--- src/rtl/sna_axi_sequencer.sv ---
`timescale 1ns/1ps
// -----------------------------------------------------------------------------
// sna_axi_sequencer
//
// Slave-side NoC-to-AXI4-Lite sequencer. Collects a head/body/tail request
// packet from the router port, runs exactly one AXI4-Lite read or write, and
// returns a head/body/tail reply packet to the requesting node. Only one
// transaction is outstanding at a time.
//
// Ports
//   clk, rst                 system clock, asynchronous active-high reset
//   noc_in_data/valid/ready  request flits from router (37 bit)
//   noc_out_data/valid/ready reply flits to router (37 bit)
//   m_aw*, m_w*, m_b*        AXI4-Lite write address / data / response
//   m_ar*, m_r*              AXI4-Lite read address / data
//   busy                     high whenever not waiting for a request head
//   proto_err                one-cycle pulse per dropped flit / aborted packet
//
// Flit layout: [36:35] type (10 head, 00 body, 01 tail, 11 illegal).
//   Request head [32] read flag, [31:0] address; body [31:0] write data;
//   tail [3:0] requester id. Reply tail carries [3:0] requester id,
//   [5:4] AXI response, [9:6] NODE_ID.
//
// Every output is either a register or a decode of registers, so there is
// no combinational path from any handshake input to any output.
// -----------------------------------------------------------------------------
module sna_axi_sequencer #(
  parameter logic [3:0] NODE_ID = 4'd0
) (
  input  logic        clk,
  input  logic        rst,
  input  logic [36:0] noc_in_data,
  input  logic        noc_in_valid,
  output logic        noc_in_ready,
  output logic [36:0] noc_out_data,
  output logic        noc_out_valid,
  input  logic        noc_out_ready,
  output logic [31:0] m_awaddr,
  output logic        m_awvalid,
  input  logic        m_awready,
  output logic [31:0] m_wdata,
  output logic [3:0]  m_wstrb,
  output logic        m_wvalid,
  input  logic        m_wready,
  input  logic [1:0]  m_bresp,
  input  logic        m_bvalid,
  output logic        m_bready,
  output logic [31:0] m_araddr,
  output logic        m_arvalid,
  input  logic        m_arready,
  input  logic [31:0] m_rdata,
  input  logic [1:0]  m_rresp,
  input  logic        m_rvalid,
  output logic        m_rready,
  output logic        busy,
  output logic        proto_err
);

  typedef enum logic [3:0] {
    S_HEAD, S_BODY, S_TAIL, S_WR, S_WRESP, S_RD, S_RRESP,
    S_RPL_H, S_RPL_B, S_RPL_T
  } state_t;

  localparam logic [1:0] FT_HEAD = 2'b10;
  localparam logic [1:0] FT_BODY = 2'b00;
  localparam logic [1:0] FT_TAIL = 2'b01;

  state_t      r_state;
  state_t      w_next;
  logic        w_err;
  logic [1:0]  w_ftype;
  logic        w_aw_ok;
  logic        w_w_ok;
  logic        w_unused_bits;

  logic [31:0] r_addr;
  logic        r_is_read;
  logic [31:0] r_wdata;
  logic [3:0]  r_pov;
  logic [31:0] r_rdata;
  logic [1:0]  r_resp;
  logic        r_aw_done;
  logic        r_w_done;
  logic        r_proto_err;

  assign w_ftype       = noc_in_data[36:35];
  // Request bits [34:33] carry no information for this block.
  assign w_unused_bits = ^noc_in_data[34:33];

  // AW and W finish independently; each is done once its handshake has
  // happened either on an earlier edge or on the coming one.
  assign w_aw_ok = r_aw_done | m_awready;
  assign w_w_ok  = r_w_done  | m_wready;

  // NOTE: state and data registers use non-blocking assignments so every
  // flop samples pre-edge values regardless of process ordering.
  always_ff @(posedge clk or posedge rst) begin
    if (rst) r_state <= S_HEAD;
    else     r_state <= w_next;
  end

  // NOTE: every signal driven here gets a default first, so no path through
  // the case leaves it unassigned and no latch is inferred.
  always_comb begin
    w_next = r_state;
    w_err  = 1'b0;
    case (r_state)
      S_HEAD: if (noc_in_valid) begin
        if (w_ftype == FT_HEAD) w_next = S_BODY;
        else                    w_err  = 1'b1;   // stray flit dropped
      end
      S_BODY: if (noc_in_valid) begin
        case (w_ftype)
          FT_HEAD: begin w_next = S_BODY; w_err = 1'b1; end  // restart
          FT_BODY: w_next = S_TAIL;
          default: begin w_next = S_HEAD; w_err = 1'b1; end
        endcase
      end
      S_TAIL: if (noc_in_valid) begin
        case (w_ftype)
          FT_HEAD: begin w_next = S_BODY; w_err = 1'b1; end  // restart
          FT_TAIL: w_next = r_is_read ? S_RD : S_WR;
          default: begin w_next = S_HEAD; w_err = 1'b1; end
        endcase
      end
      S_WR:    if (w_aw_ok && w_w_ok) w_next = S_WRESP;
      S_WRESP: if (m_bvalid)          w_next = S_RPL_H;
      S_RD:    if (m_arready)         w_next = S_RRESP;
      S_RRESP: if (m_rvalid)          w_next = S_RPL_H;
      S_RPL_H: if (noc_out_ready)     w_next = S_RPL_B;
      S_RPL_B: if (noc_out_ready)     w_next = S_RPL_T;
      S_RPL_T: if (noc_out_ready)     w_next = S_HEAD;
      default: w_next = S_HEAD;
    endcase
  end

  always_ff @(posedge clk or posedge rst) begin
    if (rst) begin
      r_addr      <= '0;
      r_is_read   <= 1'b0;
      r_wdata     <= '0;
      r_pov       <= '0;
      r_rdata     <= '0;
      r_resp      <= '0;
      r_aw_done   <= 1'b0;
      r_w_done    <= 1'b0;
      r_proto_err <= 1'b0;
    end else begin
      r_proto_err <= w_err;
      case (r_state)
        S_HEAD, S_BODY, S_TAIL: if (noc_in_valid) begin
          if (w_ftype == FT_HEAD) begin
            r_addr    <= noc_in_data[31:0];
            r_is_read <= noc_in_data[32];
          end else if (r_state == S_BODY && w_ftype == FT_BODY) begin
            r_wdata <= noc_in_data[31:0];
          end else if (r_state == S_TAIL && w_ftype == FT_TAIL) begin
            r_pov     <= noc_in_data[3:0];
            r_aw_done <= 1'b0;
            r_w_done  <= 1'b0;
          end
        end
        S_WR: begin
          if (m_awvalid && m_awready) r_aw_done <= 1'b1;
          if (m_wvalid  && m_wready)  r_w_done  <= 1'b1;
        end
        S_WRESP: if (m_bvalid) begin
          r_resp  <= m_bresp;
          r_rdata <= '0;
        end
        S_RRESP: if (m_rvalid) begin
          r_resp  <= m_rresp;
          r_rdata <= m_rdata;
        end
        default: ;
      endcase
    end
  end

  // Output decode from registers only.
  assign noc_in_ready  = (r_state == S_HEAD) || (r_state == S_BODY) ||
                         (r_state == S_TAIL);
  assign busy          = (r_state != S_HEAD);
  assign proto_err     = r_proto_err;

  assign m_awaddr      = r_addr;
  assign m_awvalid     = (r_state == S_WR) && !r_aw_done;
  assign m_wdata       = r_wdata;
  assign m_wstrb       = 4'hF;
  assign m_wvalid      = (r_state == S_WR) && !r_w_done;
  assign m_bready      = (r_state == S_WRESP);
  assign m_araddr      = r_addr;
  assign m_arvalid     = (r_state == S_RD);
  assign m_rready      = (r_state == S_RRESP);

  assign noc_out_valid = (r_state == S_RPL_H) || (r_state == S_RPL_B) ||
                         (r_state == S_RPL_T);

  always_comb begin
    noc_out_data = '0;
    case (r_state)
      S_RPL_H: noc_out_data = {2'b10, 2'b00, r_is_read, r_addr};
      S_RPL_B: noc_out_data = {2'b00, 3'b000, r_rdata};
      S_RPL_T: noc_out_data = {2'b01, 25'd0, NODE_ID, r_resp, r_pov};
      default: noc_out_data = '0;
    endcase
  end

endmodule
--- config.mk ---
export PLATFORM = sky130hd
export DESIGN_NAME = sna_axi_sequencer
export DESIGN_NICKNAME = d
export VERILOG_FILES = /design/src/rtl/sna_axi_sequencer.sv
export SDC_FILE = /design/constraint.sdc
export NUM_CORES = 1
export LEC_CHECK = 0
export BUFFER_PORTS_ARGS = -buffer_cell sky130_fd_sc_hd__buf_2
export CAP_MARGIN = 40
export CORE_MARGIN = 2
export CORE_UTILIZATION = 30
export DETAILED_ROUTE_END_ITERATION = 8
export PLACE_DENSITY = 0.6
export SETUP_SLACK_MARGIN = 0.05
export SYNTH_ARGS = -nofsm -noshare
export SYNTH_HDL_FRONTEND = slang
export SYNTH_SLANG_ARGS = --single-unit
--- constraint.sdc ---
create_clock -name clk -period 3.3 [get_ports clk]
set_clock_uncertainty 0.2 [all_clocks]
set_input_delay 0.33 -clock clk [delete_from_list [all_inputs] [get_ports clk]]
set_output_delay 0.33 -clock clk [all_outputs]
set_load 0.02 [all_outputs]
==> results.toml, run 1 <==
[logic_synthesis]
yosys-top-cells-area = "dfrtp_1 53%, mux2_2 15%, nand2_1 5.7%"
yosysTopAreaCell = "dfrtp_1"
synth_top_area_share = 0.526
seq_area_frac_synth = 0.526
ys_warn_count = 0
synthTopCellsByCount = "110 x dfrtp_1, 80 x nand2_1, 68 x mux2_2"
ys_async_sr_fraction = 1.00
syn_area_mm2 = 0.00524
ys.flop_type = "dfrtp_1"
avgSynthCellArea_um2 = 11.0
ys_seq_elements = 110
yosysMostFrequentCell = "dfrtp_1"
synth_cells = 475
yosysUniqueCellTypes = 39
synth_edf_count = 0

[placed_design]
io_buffers = 219
place_hpwl_mm = 10.1
place_congestion = 0.769

[setup_path]
r2r_end = "r_is_read"
cp_data_required_time_ns = 2.77
worst-path-max-fanout = 27
r2r_cells = 6
r2r_slack_ns = 0.67
critPathLaunchType = "flop"
arrival_ns = 2.38
endpoint_kind = "output port"
crit_type = "reg2out"
rr_startpoint = "r_state[3]"

[sta]
hold_viol_final = 0
relSlewSlack = 0.539
fin_tns_setup_ns = 0
hold_ws_ns = 0.0157
max_freq_mhz = 344
min_period_ns = 2.91
period_share = 0.881
final-setup-viol-count = 0
rsz0062_at_grt = "false"
final-max-slew-violation-count = 0
tightest_slew_ns = 0.689

[floorplan]
die_x_um = 136
dieArea_mm2 = 0.0185
start_util = 0.305
die_h_um = 136
num_rows = 48
io_pins = 228
core-area_mm2 = 0.0172

[drt]
viasPerCell = 4.67
wl_mm = 14.5
drc_errors = 0
drt_iter0_drc = 132
antenna_left = 0
route.vias.total = 4195
first_pass_iters = 4
wl_per_cell_um = 16.1

[global_route]
grt_util_all_layers = 0.156
antenna_found_initial = 1
grt_pass1_vias = 4083
grt-ovfl-total = 0
grt_max_degree = 50
grt_first_pass_wirelength_mm = 22.4

[cts]
numCtsBuffers = 9
cts_root_buf = "clkbuf_16"
cts_tree = "done"
clkSinkCount = 110
clock_latency_ns = 0.34
cts_max_level = 3
path_clk_slew_ns = 0.08
cts_buffer_depth = 2

[run]
maxCapViolations = 0

[power_and_ir_drop]
powerDensity_mw_per_mm2 = 1010
leakagePower_nw = 3.56
p_total_mw = 6.85
vdd_ir_drop_max_mv = 0.427

[worst_hold_path]
min_to = "r_rdata[25]"
min_path_cells = 3
min_from = "m_rdata[25]"
hp-class = "in2reg"

[cells_and_area]
final_layout_size_suffix_gt1_frac = 0.484
area_growth_pct = 29.8
nets = 754

[run_status]
outcome = "finished clean"
[sequential cells by signal, summed over array words and instances (netlist names)]
name and cells:
r_state 4, r_pov 4, r_is_read 1, proto_err 1, r_aw_done 1, m_araddr 32, r_resp 2, r_rdata 32
r_w_done 1, m_wdata 32
[cells by family (layout without fill, tap and decap cells)]
kind of cell / count (synthesis) / after routing / share of synthesized area
compound gates: 53 / 53 / 0.0769
buf+inv: 77 / 270 / 0.0872
mux: 81 / 81 / 0.172
fa+ha+maj: 5 / 5 / 0.0119
simple gates: 147 / 147 / 0.125
flops: 110 / 110 / 0.526
other cells: 2 / 7 / 0.00143
[how the worst max path moves through the flow]
stage	from	to	slack [ns]	cells past startpoint
2_1_floorplan	r_state[3]	noc_out_data[0]	1.10	6
3_3_place_gp	r_state[3]	m_araddr[28]	0.72	6
3_5_place_dp	r_state[3]	m_araddr[29]	0.66	6
4_1_cts	r_state[1]	noc_out_data[15]	0.34	6
5_1_grt	r_state[1]	noc_out_data[12]	0.22	6
6_report	r_state[1]	noc_out_data[15]	0.39	6
[cells in the final DEF (no fill, tap or decap), types with 3 or more instances in the layout]
cell	Yosys	routed
a21oi_1	5	5
nand3_1	33	32
nor3_1	4	3
nand2_1	80	80
dfrtp_1	110	109
dlygate4sd3_1	0	13
buf_2	11	219
conb_1	2	6
nor2_1	16	15
buf_4	39	10
inv_1	9	8
mux2_2	68	68
o21ai_0	13	13
clkbuf_16	0	9
ha_1	5	5
mux2i_1	11	11
a22o_1	27	27
clkinv_4	0	3
[worst max-delay path, cell delays in order (launching register included)]
cell and delay (ns):
dfrtp_2 0.60, nor2_1 0.27, nand2_1 0.27, nor2_2 0.17, buf_4 0.35, a22o_1 0.20
buf_2 0.17
[metal layers]
layer / global-route usage / vias up / wire length, um
met4: 0.0422 / 0 / 190
met3: 0.0362 / 14 / 774
met1: 0.213 / 2080 / 6600
li1: - / 1973 / -
met5: 0 / - / 0
met2: 0.250 / 128 / 6890
[power breakdown]
part	leakage, nW	internal [mW]	switching (mW)
Sequential	1.39	1.99	0.557
Clock	0.147	0.616	0.503
Combinational	2.03	1.24	1.94
[final cells by class]
class	instances	area, um^2
fill	1775	10400
sequential	110	2750
multi-input combinational	292	2070
timing repair buffer	244	1350
tap	225	282
clock buffer	12	246
clock inverter	4	56.3
inverter	10	41.3
antenna	1	2.50
[through the flow]
stage / area (um^2) / instances / setup WS, ns / utilization
after detailed placement: 6360 / 868 / 0.661 / 0.370
after global placement: 6340 / 867 / 0.717 / 0.369
after floorplan: 5260 / 479 / 1.10 / -
after CTS: 6800 / 897 / 0.337 / 0.396
after global routing: 6800 / 898 / 0.215 / 0.396
final: 6800 / 898 / 0.393 / 0.396
[timing repair]
action / in CTS / in global routing
hold buffers: 13 / 0
resized for setup: 0 / 0
hold endpoints to repair: 31 / 0
buffers inserted: 0 / 0
Note: power is estimated with default switching activity, not from simulation.
==> inputs of run 2 (changes only) <==
- ABC_AREA: not set -> 0
- PLACE_DENSITY: 0.6 -> 0.58
- clock period: 3.3 -> 2.8 ns (I/O delays scaled with it)
==> run 2 against run 1 <==
  * Critical path depth fell by 1
  * Combinational power rose by 22%
  * Global-route usage rose by 0.71 points
  * Cell count rose by 6.5%
  * Non-clock buffer count rose by 59
  * First-iteration DRC count rose by 9.8%
  * Hold slack improved by 0.060 ns
  * Die area did not move
  * Sequential cell count did not move
  * Final area rose by 7.8%
  * Largest cell class unchanged
==> results.toml, run 2 (synthesis gave the netlist of run 1 again) <==
[sta]
min_period_ns = 2.63
final-setup-viol-count = 0
hold_ws_ns = 0.0758
hold_viol_final = 0
rsz0062_at_grt = "false"
max_freq_mhz = 380
fin_tns_setup_ns = 0
period_share = 0.939
relSlewSlack = 0.494
final-max-slew-violation-count = 0
tightest_slew_ns = 0.759

[cts]
cts_max_level = 3
clock_latency_ns = 0.35
path_clk_slew_ns = 0.07
cts_tree = "done"
cts_buffer_depth = 2
cts_setup_buffers = 0
clkSinkCount = 110
cts_root_buf = "clkbuf_16"
numCtsBuffers = 9

[cells_and_area]
multi_input_area_mm2 = 0.00207
seq_area_mm2 = 0.00276
final_util = 0.427
final_cell_mix = "219 x buf_2, 108 x dfrtp_1, 79 x nand2_1"
diodes = 0
final_common_cell = "buf_2"
final_layout_size_suffix_gt1_frac = 0.457
fillerInstances = 1734
area_growth_pct = 40.0
nets = 813

[floorplan]
die_h_um = 136
core-area_mm2 = 0.0172
io_pins = 228
die_x_um = 136
dieArea_mm2 = 0.0185
num_rows = 48
start_util = 0.305

[setup_path]
slowest_stage = "dfrtp_2"
endpoint_kind = "output port"
slowest_delay_ns = 0.61
rr_startpoint = "r_state[1]"
r2r_end = "r_pov[1]"
cp_cell_sequence = "nand2b_1 > nor2_4 > buf_4 > a22o_1 > buf_2"
crit_type = "reg2out"
arrival_ns = 2.15
critPathLaunchType = "flop"
worst-path-max-fanout = 35
cp_data_required_time_ns = 2.32
r2r_slack_ns = 0.41
r2r_cells = 6

[global_route]
antenna_found_initial = 0
grt_first_pass_wirelength_mm = 23.6
grt_util_all_layers = 0.163
grt-ovfl-total = 0
grt_max_degree = 60
grt_pass1_vias = 4621

[drt]
drt_iter0_drc = 145
drc_errors = 0
wl_per_cell_um = 15.9
viasPerCell = 4.64
route.vias.total = 4438
first_pass_iters = 5
wl_mm = 15.2
antenna_left = 0

[power_and_ir_drop]
leakagePower_nw = 3.79
power.switching_mw = 3.60
powerDensity_mw_per_mm2 = 1100
p_int_mw = 4.48
p_comb_frac = 0.478
seq_power_share = 0.368
switching_share = 0.446
vdd_ir_drop_max_mv = 0.547
p_clk_frac = 0.153

[worst_hold_path]
min_from = "m_bresp[1]"
hp-class = "in2reg"
min_path_cells = 3
min_to = "r_resp[1]"

[placed_design]
place_hpwl_mm = 10.4
place_congestion = 0.798
io_buffers = 219

[run_status]
outcome = "finished clean"

[run]
maxCapViolations = 0
[run 2: cell count changes in the layout (fill, tap and decap cells not counted), sizes merged]
cell,delta
buf,+4
inv,+2
clkinvlp,+1
diode,-1
bufinv,-1
dlygate4sd3,+55
clkbuf,-2
[run 2: critical path, delay by kind of cell (launching register included)]
family / cells / cell delay, ns
flip-flops: 1 / 0.61
AND/OR/NAND/NOR: 2 / 0.36
AO/OA/AOI/OAI: 1 / 0.25
buffers and inverters: 2 / 0.58
[run 2: cell type report]
cell class,instances,share of cell area
Timing Repair Buffer,303,0.259
Inverter,10,0.00563
Multi-Input combinational cell,292,0.283
Clock inverter,6,0.00597
Clock buffer,10,0.0326
Sequential cell,110,0.376
Tap cell,225,0.0384
[run 2: metrics by stage]
| step | instance area, um^2 | worst slack [ns] | power [mW] | std cells |
|---|---|---|---|---|
| after floorplan | 5260 | 0.651 | 5.72 | 479 |
| after global routing | 7330 | 0.0569 | 8.62 | 956 |
| final | 7330 | 0.171 | 8.08 | 956 |
| after CTS | 7330 | 0.119 | 8.15 | 956 |
| after detailed placement | 6360 | 0.401 | 6.81 | 872 |
| after global placement | 6360 | 0.409 | 6.72 | 872 |
[run 2: worst max-delay path by stage]
stage	start	to	slack, ns	depth (start not counted)
finish	r_state[1]	noc_out_data[31]	0.17	5
global route	r_state[1]	noc_out_data[14]	0.06	5
CTS	r_state[2]	noc_out_data[9]	0.12	6
detailed placement	r_state[1]	r_pov[2]	0.40	6
global placement	r_state[1]	r_pov[1]	0.41	6
floorplan	r_state[3]	noc_out_data[0]	0.65	6
[run 2: power by group through the flow]
stage | combinational [mW] | sequential, mW | clock [mW]
6_report | 3.87 | 2.98 | 1.24
5_1_grt | 4.19 | 3.09 | 1.35
3_5_place_dp | 3.81 | 2.99 | 0
2_1_floorplan | 2.33 | 3.38 | 0
4_1_cts | 3.90 | 2.97 | 1.28
3_3_place_gp | 3.78 | 2.94 | 0
[run 2: what timing repair did]
item / in CTS / in global routing
hold endpoints to repair: 154 / 0
cloned: 0 / 0
hold buffers: 68 / 0
endpoints found under the setup margin: 16 / 30
gates resized for setup: 1 / 2
[run 2: routing by layer]
metal  part of all wire  GRT usage  up-vias
met3              0.049     0.0373       12
met1               0.42      0.201     2171
met4              0.010     0.0457        0
met2               0.52      0.287      164
li1                   -          -     2091
met5                  0          0        -
